**src/rtl/mem_bank_be.sv**
```systemverilog
`default_nettype none
// ============================================================================
// Module   : mem_bank_be
// Brief    : Single-port synchronous memory bank with valid/ready requests,
//            byte-enable writes, configurable read latency and a post-reset
//            hardware clear sweep.
// Revision : 1.0 - initial release
// ============================================================================
module mem_bank_be #(
    parameter int DW     = 32,
    parameter int DEPTH  = 16,
    parameter int AW     = $clog2(DEPTH),
    parameter int RD_LAT = 1
) (
    input  logic            clk,
    input  logic            rst,
    input  logic            req_valid,
    output logic            req_ready,
    input  logic            r_w,
    input  logic [AW-1:0]   addr,
    input  logic [DW-1:0]   wr_d,
    input  logic [DW/8-1:0] be,
    output logic            rd_valid,
    output logic [DW-1:0]   rd_d,
    output logic            err,
    output logic            init_done
);

    localparam int            c_NUM_BYTES = DW / 8;
    localparam logic [AW-1:0] c_LAST_ADDR = AW'(DEPTH - 1);
    localparam logic [AW:0]   c_DEPTH_EXT = (AW + 1)'(DEPTH);

    typedef enum logic [0:0] {
        S_CLEAR = 1'b0,
        S_RUN   = 1'b1
    } state_t;

    state_t          r_state;
    state_t          w_state_nxt;
    logic [AW-1:0]   r_clr_cnt;
    logic [AW-1:0]   w_clr_cnt_nxt;

    logic [DW-1:0]   r_mem [DEPTH];

    logic            w_accept;
    logic            w_in_range;
    logic            w_wr_en;
    logic            w_rd_en;
    logic [DW-1:0]   w_rd_word;

    logic [RD_LAT-1:0] r_pipe_vld;
    logic [RD_LAT-1:0] r_pipe_err;
    logic [DW-1:0]     r_pipe_d [RD_LAT];

    assign req_ready  = (r_state == S_RUN);
    assign init_done  = (r_state == S_RUN);

    assign w_accept   = req_valid && (r_state == S_RUN);
    assign w_in_range = ({1'b0, addr} < c_DEPTH_EXT);
    assign w_wr_en    = w_accept && r_w && w_in_range;
    assign w_rd_en    = w_accept && !r_w;
    assign w_rd_word  = w_in_range ? r_mem[addr] : '0;

    always_ff @(posedge clk or posedge rst) begin
        if (rst) begin
            r_state   <= S_CLEAR;
            r_clr_cnt <= '0;
        end else begin
            r_state   <= w_state_nxt;
            r_clr_cnt <= w_clr_cnt_nxt;
        end
    end

    always_comb begin
        w_state_nxt   = r_state;
        w_clr_cnt_nxt = r_clr_cnt;
        case (r_state)
            S_CLEAR: begin
                if (r_clr_cnt == c_LAST_ADDR) begin
                    w_state_nxt   = S_RUN;
                    w_clr_cnt_nxt = '0;
                end else begin
                    w_clr_cnt_nxt = r_clr_cnt + AW'(1);
                end
            end
            S_RUN:   w_state_nxt = S_RUN;
            default: w_state_nxt = S_CLEAR;
        endcase
    end

    // Storage itself is not reset; the clear sweep provides the zero state.
    always_ff @(posedge clk) begin
        if (r_state == S_CLEAR) begin
            r_mem[r_clr_cnt] <= '0;
        end else if (w_wr_en) begin
            for (int i = 0; i < c_NUM_BYTES; i++) begin
                if (be[i]) begin
                    r_mem[addr][8*i +: 8] <= wr_d[8*i +: 8];
                end
            end
        end
    end

    // Data stages load only behind a valid read so the last stage holds rd_d.
    always_ff @(posedge clk or posedge rst) begin
        if (rst) begin
            r_pipe_vld <= '0;
            r_pipe_err <= '0;
            for (int k = 0; k < RD_LAT; k++) begin
                r_pipe_d[k] <= '0;
            end
        end else begin
            r_pipe_vld[0] <= w_rd_en;
            r_pipe_err[0] <= w_accept && !w_in_range;
            if (w_rd_en) begin
                r_pipe_d[0] <= w_rd_word;
            end
            for (int k = 1; k < RD_LAT; k++) begin
                r_pipe_vld[k] <= r_pipe_vld[k-1];
                r_pipe_err[k] <= r_pipe_err[k-1];
                if (r_pipe_vld[k-1]) begin
                    r_pipe_d[k] <= r_pipe_d[k-1];
                end
            end
        end
    end

    assign rd_valid = r_pipe_vld[RD_LAT-1];
    assign err      = r_pipe_err[RD_LAT-1];
    assign rd_d     = r_pipe_d[RD_LAT-1];

endmodule
`default_nettype wire

```
**config.mk**
```make
export PLATFORM = sky130hd
export DESIGN_NAME = mem_bank_be
export DESIGN_NICKNAME = d
export VERILOG_FILES = /design/src/rtl/mem_bank_be.sv
export SDC_FILE = /design/constraint.sdc
export NUM_CORES = 1
export LEC_CHECK = 0
export CAP_MARGIN = 20
export CORE_MARGIN = 2
export CORE_UTILIZATION = 35
export CTS_CLUSTER_SIZE = 14
export DETAILED_ROUTE_END_ITERATION = 10
export SYNTH_ARGS = -nofsm -noshare
export SYNTH_HDL_FRONTEND = slang
export SYNTH_SLANG_ARGS = --single-unit
```
**constraint.sdc**
```tcl
create_clock -name clk -period 4.61 [get_ports clk]
set_input_delay 0.922 -clock clk [delete_from_list [all_inputs] [get_ports clk]]
set_output_delay 0.922 -clock clk [all_outputs]
set_load 0.01 [all_outputs]
```
==> impl_metrics.ini, run 1 <==
[global_route]
gr-total-overflow = 0
grt_pass1_vias = 11500
grt_max_degree = 86
grt_pass1_wl_um = 75700
antenna_found_initial = 1
grt_usage_pct = 16.0

[clock_network]
cts_tree = built
post_cts_buffers = 0
cts_buffers = 54
clk_latency_ps = 600
ctsRootBufferMaster = clkbuf_16
postCtsResizedCells = 0
clk_pin_slew_worst_paths_ps = 60
clock-sinks = 550
cts.htree.levels = 2
clock_path_buffers = 3
ctsHoldBuffers = 0

[layout]
drive_above_1_share_pct = 16.8
fin_nets = 1347
antenna_cells = 0
finalInstanceArea_um2 = 25900
area_delta_synth_final_pct = 18.1
nFillCells = 5465
fin_cells = 2185
fin_util_pct = 41.9

[power_and_ir_drop]
p_comb_share_pct = 5.4
p_sw_mw = 2.20
swShare_pct = 20.7
ir_drop_mv = 0.280
power.density_nw_per_um2 = 409
p_clk_share_pct = 42.7
p_int_mw = 8.41
fin_total_pwr_mw = 10.6
pwr-share-seq_pct = 51.9
p_leak_nw = 10.0

[sta]
setup_viol = 0
worstMarginPinSlew_ps = 1090
tns_ps = 0
period_share_pct = 76.8
slew_headroom_pct = 26.6
min_period_ps = 3540
timing.fmax_mhz = 283
hold_ws_ps = 518
clock_skew_ps = 11.9
slew_violations = 0
hold_violations = 0
rsz0062_at_grt = false
setup_ws_ps = 1070

[synth]
yosys_warnings = 0
netlist-cell-type-count = 35
synth_nets = 1205
yosysSeqAreaShare_pct = 74.3
synthFlopType = edfxtp_1
synth_xor_area_share_pct = 0.0399
postSynthCellCount = 1160
netlist_area_um2 = 22000
synth-seq-cells = 550
synth-edff-count = 512
synth_top_family_by_area = multiplexers
synthMuxAreaShare_pct = 15.7
postSynth.asyncResetShare_pct = 6.91
syn_area_per_cell_um2 = 18.9
synth_fa_ha_area_share_pct = 0.0569
yosys.area_share.simple_pct = 4.37
synth_compound_area_share_pct = 3.64

[placed_design]
place_inst = 2066
dp_hpwl_um = 31800
dpl_cell_area_um2 = 24000
dp_slack_ps = 387
port_buffers = 78
place_congestion = 0.771

[critical_path]
crit_path_end_kind = flop
critPathMaxFanout = 16
cp_num_buf_inv = 1
worstSetupPathType = primary input to flop
start_kind = primary input
path_cells = clkdlybuf4s50_1 > nor4_2 > nor2_4 > mux2_2 > nor3_1
worst_ep_required_time_ps = 4820
cp_top_family = simple AND/OR/NAND/NOR gates
critPathSlowestCell = nor3_1
critPathMaxStageDelay_ps = 950
critPathArrivalTime_ps = 3750

[run_status]
status = finished clean

[drt]
final_antenna_net_count = 0
vias_per_cell = 5.15
dr.pass1.iters = 5
routedWlPerCell_um = 23.6
drt_iter0_drc = 1022
wirelength_um = 51500
vias = 11200
drcViolationCount = 0

[die]
core_area_um2 = 61900
start_util_pct = 35.5
dieHeight_um = 255
io_pins = 80
dieArea_um2 = 64800
rows = 91
die_w_um = 255

[flow_run]
maxCapViolCount = 0

[hold_path]
hp-class = flop to flop
## power by group through the flow
stage	registers, mW	clock network [mW]	logic (mW)
floorplan	5.62	0	0.298
global placement	5.62	0	0.576
detailed placement	5.62	0	0.585
CTS	5.51	4.60	0.586
global route	5.51	4.80	0.620
finish	5.51	4.53	0.575
## cells by family after synthesis
group / after synthesis
AOI/OAI and AO/OA: 107
xor gates and xnor gates: 1
adders and majority gates: 1
buffers and inverters: 79
DFF: 550
muxes: 232
other: 1
and+or+nand+nor: 189
## synthesized netlist by cell type, types with 2 or more instances
master    instances  area share [%]
mux4_1           58             6.9
nand2_1          38            0.65
mux2_2           35             1.8
a21boi_1          4            0.14
nand2b_1          2           0.057
nor2_1            8            0.14
mux2i_1         128             5.8
clkbuf_1         37            0.63
mux4_2            6            0.62
edfxtp_1        512              70
nor2b_1           5            0.14
inv_1             3           0.051
dfrtp_1          38             4.3
nor3_1           64             1.5
a22oi_1          94             3.2
o31ai_1           2           0.068
o21ai_0           3           0.068
and2b_1           2           0.068
mux2i_4           5            0.51
buf_6             9            0.46
buf_4             6            0.20
buf_1             3           0.051
nand3_1          33            0.75
and2_1           34            0.97
buf_2            21            0.48
## area by class of cell
class	count	area, um2	share of cell area, %
flip-flops and latches	550	16300	62.9
multi-input cells	531	5270	20.3
clock buffers	81	1620	6.23
repair buffers	162	1440	5.57
well taps	837	1050	4.04
clock inverters	21	229	0.883
inverters	3	11.3	0.0434
## placed cells by master (no fill, tap or decap), types with 3 or more instances in the layout
master / count
mux4_1: 58
clkinv_1: 5
mux2i_1: 128
clkdlybuf4s50_1: 75
and2_1: 34
nor2_4: 3
o21ai_0: 3
nand3_1: 33
clkbuf_1: 14
mux2i_4: 5
buf_2: 7
buf_4: 64
nor2b_1: 5
a22oi_1: 94
clkbuf_8: 10
clkbuf_16: 57
edfxtp_1: 512
mux2_2: 35
buf_12: 4
nor3_1: 64
bufinv_16: 5
nor2_1: 4
clkinv_2: 9
clkbuf_4: 11
mux4_2: 6
nand2_1: 38
dfrtp_1: 38
## registers in the layout, summed over array words and instances, names as in the netlist
signal     flops
r_mem        512
rd_d          32
r_clr_cnt      4
init_done      1
rd_valid       1
## worst register-to-register path: cells and delay by family (launching register included)
kind             cells  cell delay [ps]
AND/OR/NAND/NOR      3             1600
flip-flops           1              570
multiplexers         1              580
## layer usage
metal	vias up	routed length (um)	global-route usage [%]
li1	5009	-	-
met1	5782	22700	22.2
met2	361	24200	25.7
met3	89	3220	2.96
met4	2	1280	5.08
met5	-	16	0
## path summary, 6_finish.rpt
| check | start | endpoint | slack (ps) | depth (start not counted) |
|---|---|---|---|---|
| max | be[1] | r_mem[12][28]$_DFFE_PP_ | 1070 | 5 |
| min | rd_d[23]$_DFFE_PP0P_ | rd_d[23]$_DFFE_PP0P_ | 520 | 2 |
| max reg2reg | init_done$_DFF_PP0_ | r_mem[12][28]$_DFFE_PP_ | 1480 | 4 |
| min reg2reg | rd_d[23]$_DFFE_PP0P_ | rd_d[23]$_DFFE_PP0P_ | 520 | 2 |
| max in group asynchronous | rst | rd_d[30]$_DFFE_PP0P_ | 3350 | 3 |
| min in group asynchronous | rst | rd_d[13]$_DFFE_PP0P_ | 690 | 2 |
(Power assumes the default switching activity.)
==> run 2, diff against run 1 <==
clock period = 3.1 ns   (was 4.61 ns; I/O delays follow)
==> run 2 against run 1 <==
  * Core utilization increased by 0.80 points
  * Count of clock-buffer cells in the layout decreased by 12
  * Sequential power increased by 49%
  * Register-to-register slack got worse by 910 ps
  * Final area increased by 1.9%
  * Combinational power increased by 57%
  * Setup slack got worse by 710 ps
  * Total power increased by 47%
  * First-iteration DRC count decreased by 10%
  * Flip-flop and latch count unchanged
  * Wire length increased by 0.44%
==> impl_metrics.ini, run 2 (synthesis results as in run 1) <==
[run_status]
status = finished clean

[clock_network]
postCtsResizedCells = 0
ctsHoldBuffers = 0
clk_latency_ps = 590
ctsRootBufferMaster = clkbuf_16
cts.htree.levels = 2
cts_tree = built
clock-sinks = 550
clk_pin_slew_worst_paths_ps = 60
post_cts_buffers = 0
clock_path_buffers = 3
cts_buffers = 52

[critical_path]
reg2reg_from = init_done$_DFF_PP0_
path_cells = clkdlybuf4s50_1 > nand3_1 > nor2_4 > buf_4 > mux2_2 > buf_4 > nor3_1 > buf_4
crit_path_end_kind = flop
cp-startpoint = req_valid
worst_ep_required_time_ps = 3400
critPathMaxFanout = 16
critPathMaxStageDelay_ps = 520
critPathArrivalTime_ps = 3040
r2r_setup_slack_ps = 570
worstSetupPathType = primary input to flop
start_kind = primary input
critPathSlowestCell = clkdlybuf4s50_1
crit_top_cell = buf_4

[placed_design]
dpl_cell_area_um2 = 24700
port_buffers = 78
dp_hpwl_um = 32500
place_congestion = 0.762

[sta]
timing.fmax_mhz = 365
setup_viol = 0
slew_headroom_pct = 45.0
tns_ps = 0
hold_ws_ps = 424
rsz0062_at_grt = false
min_period_ps = 2740
slew_violations = 0
hold_violations = 0
clock_skew_ps = 10.3
period_share_pct = 88.3
worstMarginPinSlew_ps = 818

[layout]
antenna_cells = 0
drive_above_1_share_pct = 20.0
final_common_cell = edfxtp_1
top_register = r_mem
area_delta_synth_final_pct = 20.3
fin_nets = 1407
finalInstanceArea_um2 = 26400
largest_register_ffs = 512
nFillCells = 5465
fin_util_pct = 42.7
layout_common_cells = edfxtp_1, mux2i_1, buf_4, a22oi_1, clkdlybuf4s50_1

[drt]
wl_met1_um = 23100
wirelength_um = 51700
drt_iter0_drc = 917
wl_met3_um = 2920
vias = 11400
routedWlPerCell_um = 23.1
vias_per_cell = 5.07
dr.pass1.iters = 5
wl_met2_um = 24500
final_antenna_net_count = 0
top_layer_used = met4
drcViolationCount = 0

[global_route]
grt_pass1_wl_um = 76100
grt_pass1_vias = 11700
grt_usage_pct = 16.1
grt_max_degree = 95
antenna_found_initial = 1
gr-total-overflow = 0

[power_and_ir_drop]
p_clk_share_pct = 41.6
fin_total_pwr_mw = 15.6
p_int_mw = 12.4
swShare_pct = 20.3
p_leak_nw = 10.4
pwr-share-seq_pct = 52.6
ir_drop_mv = 0.443
p_comb_share_pct = 5.8
p_sw_mw = 3.17
power.density_nw_per_um2 = 589

[die]
dieHeight_um = 255
dieArea_um2 = 64800
io_pins = 80
start_util_pct = 35.5
core_area_um2 = 61900
die_w_um = 255
rows = 91

[hold_path]
hp-class = primary input to async pin

[flow_run]
maxCapViolCount = 0
-- run 2: layer usage --
| metal | global-route usage, % | vias to the layer above |
|---|---|---|
| met4 | 4.33 | 0 |
| met5 | 0 | - |
| met3 | 2.75 | 69 |
| li1 | - | 5125 |
| met1 | 22.6 | 5834 |
| met2 | 26.1 | 334 |
-- run 2: worst paths after layout --
path,to,cells past startpoint
max in group asynchronous,rd_d[11]$_DFFE_PP0P_,3
min in group clk,rd_d[12]$_DFFE_PP0P_,2
worst min-delay path,rd_d[16]$_DFFE_PP0P_,2
worst max register to register,r_mem[15][4]$_DFFE_PP_,7
worst min register to register,rd_d[12]$_DFFE_PP0P_,2
worst max-delay path,r_mem[15][4]$_DFFE_PP_,8
-- run 2: final cells by class --
type	count	area, um2	area share, %
repair buffers	224	2040	7.72
clock inverters	26	295	1.12
clock buffers	69	1460	5.51
well taps	837	1050	3.96
inverters	3	11.3	0.0426
multi-input cells	531	5260	19.9
flip-flops and latches	550	16300	61.8
-- run 2: worst max-delay path, delay by kind of cell --
family | cells | cell delay [ps]
buffers and inverters | 4 | 1220
multiplexers | 1 | 370
AND/OR/NAND/NOR | 3 | 830
-- run 2: power by group through the flow --
stage | combinational, mW | clock, mW | sequential (mW)
4_1_cts | 0.919 | 6.63 | 8.19
5_1_grt | 0.968 | 6.91 | 8.19
3_3_place_gp | 0.904 | 0 | 8.35
2_1_floorplan | 0.444 | 0 | 8.36
3_5_place_dp | 0.915 | 0 | 8.35
6_report | 0.904 | 6.48 | 8.19
-- run 2: per-stage QoR --
step	cells	worst slack [ps]
final	2240	364
after global routing	2240	247
after CTS	2236	220
after detailed placement	2141	-420
after global placement	2139	-502
after floorplan	1160	421
==> run 3, diff against run 2 <==
ABC_CLOCK_PERIOD_IN_PS = 3100   (was default)
==> results of run 3 <==
Same layout as run 2: the final DEF is identical, and so are final timing and power.
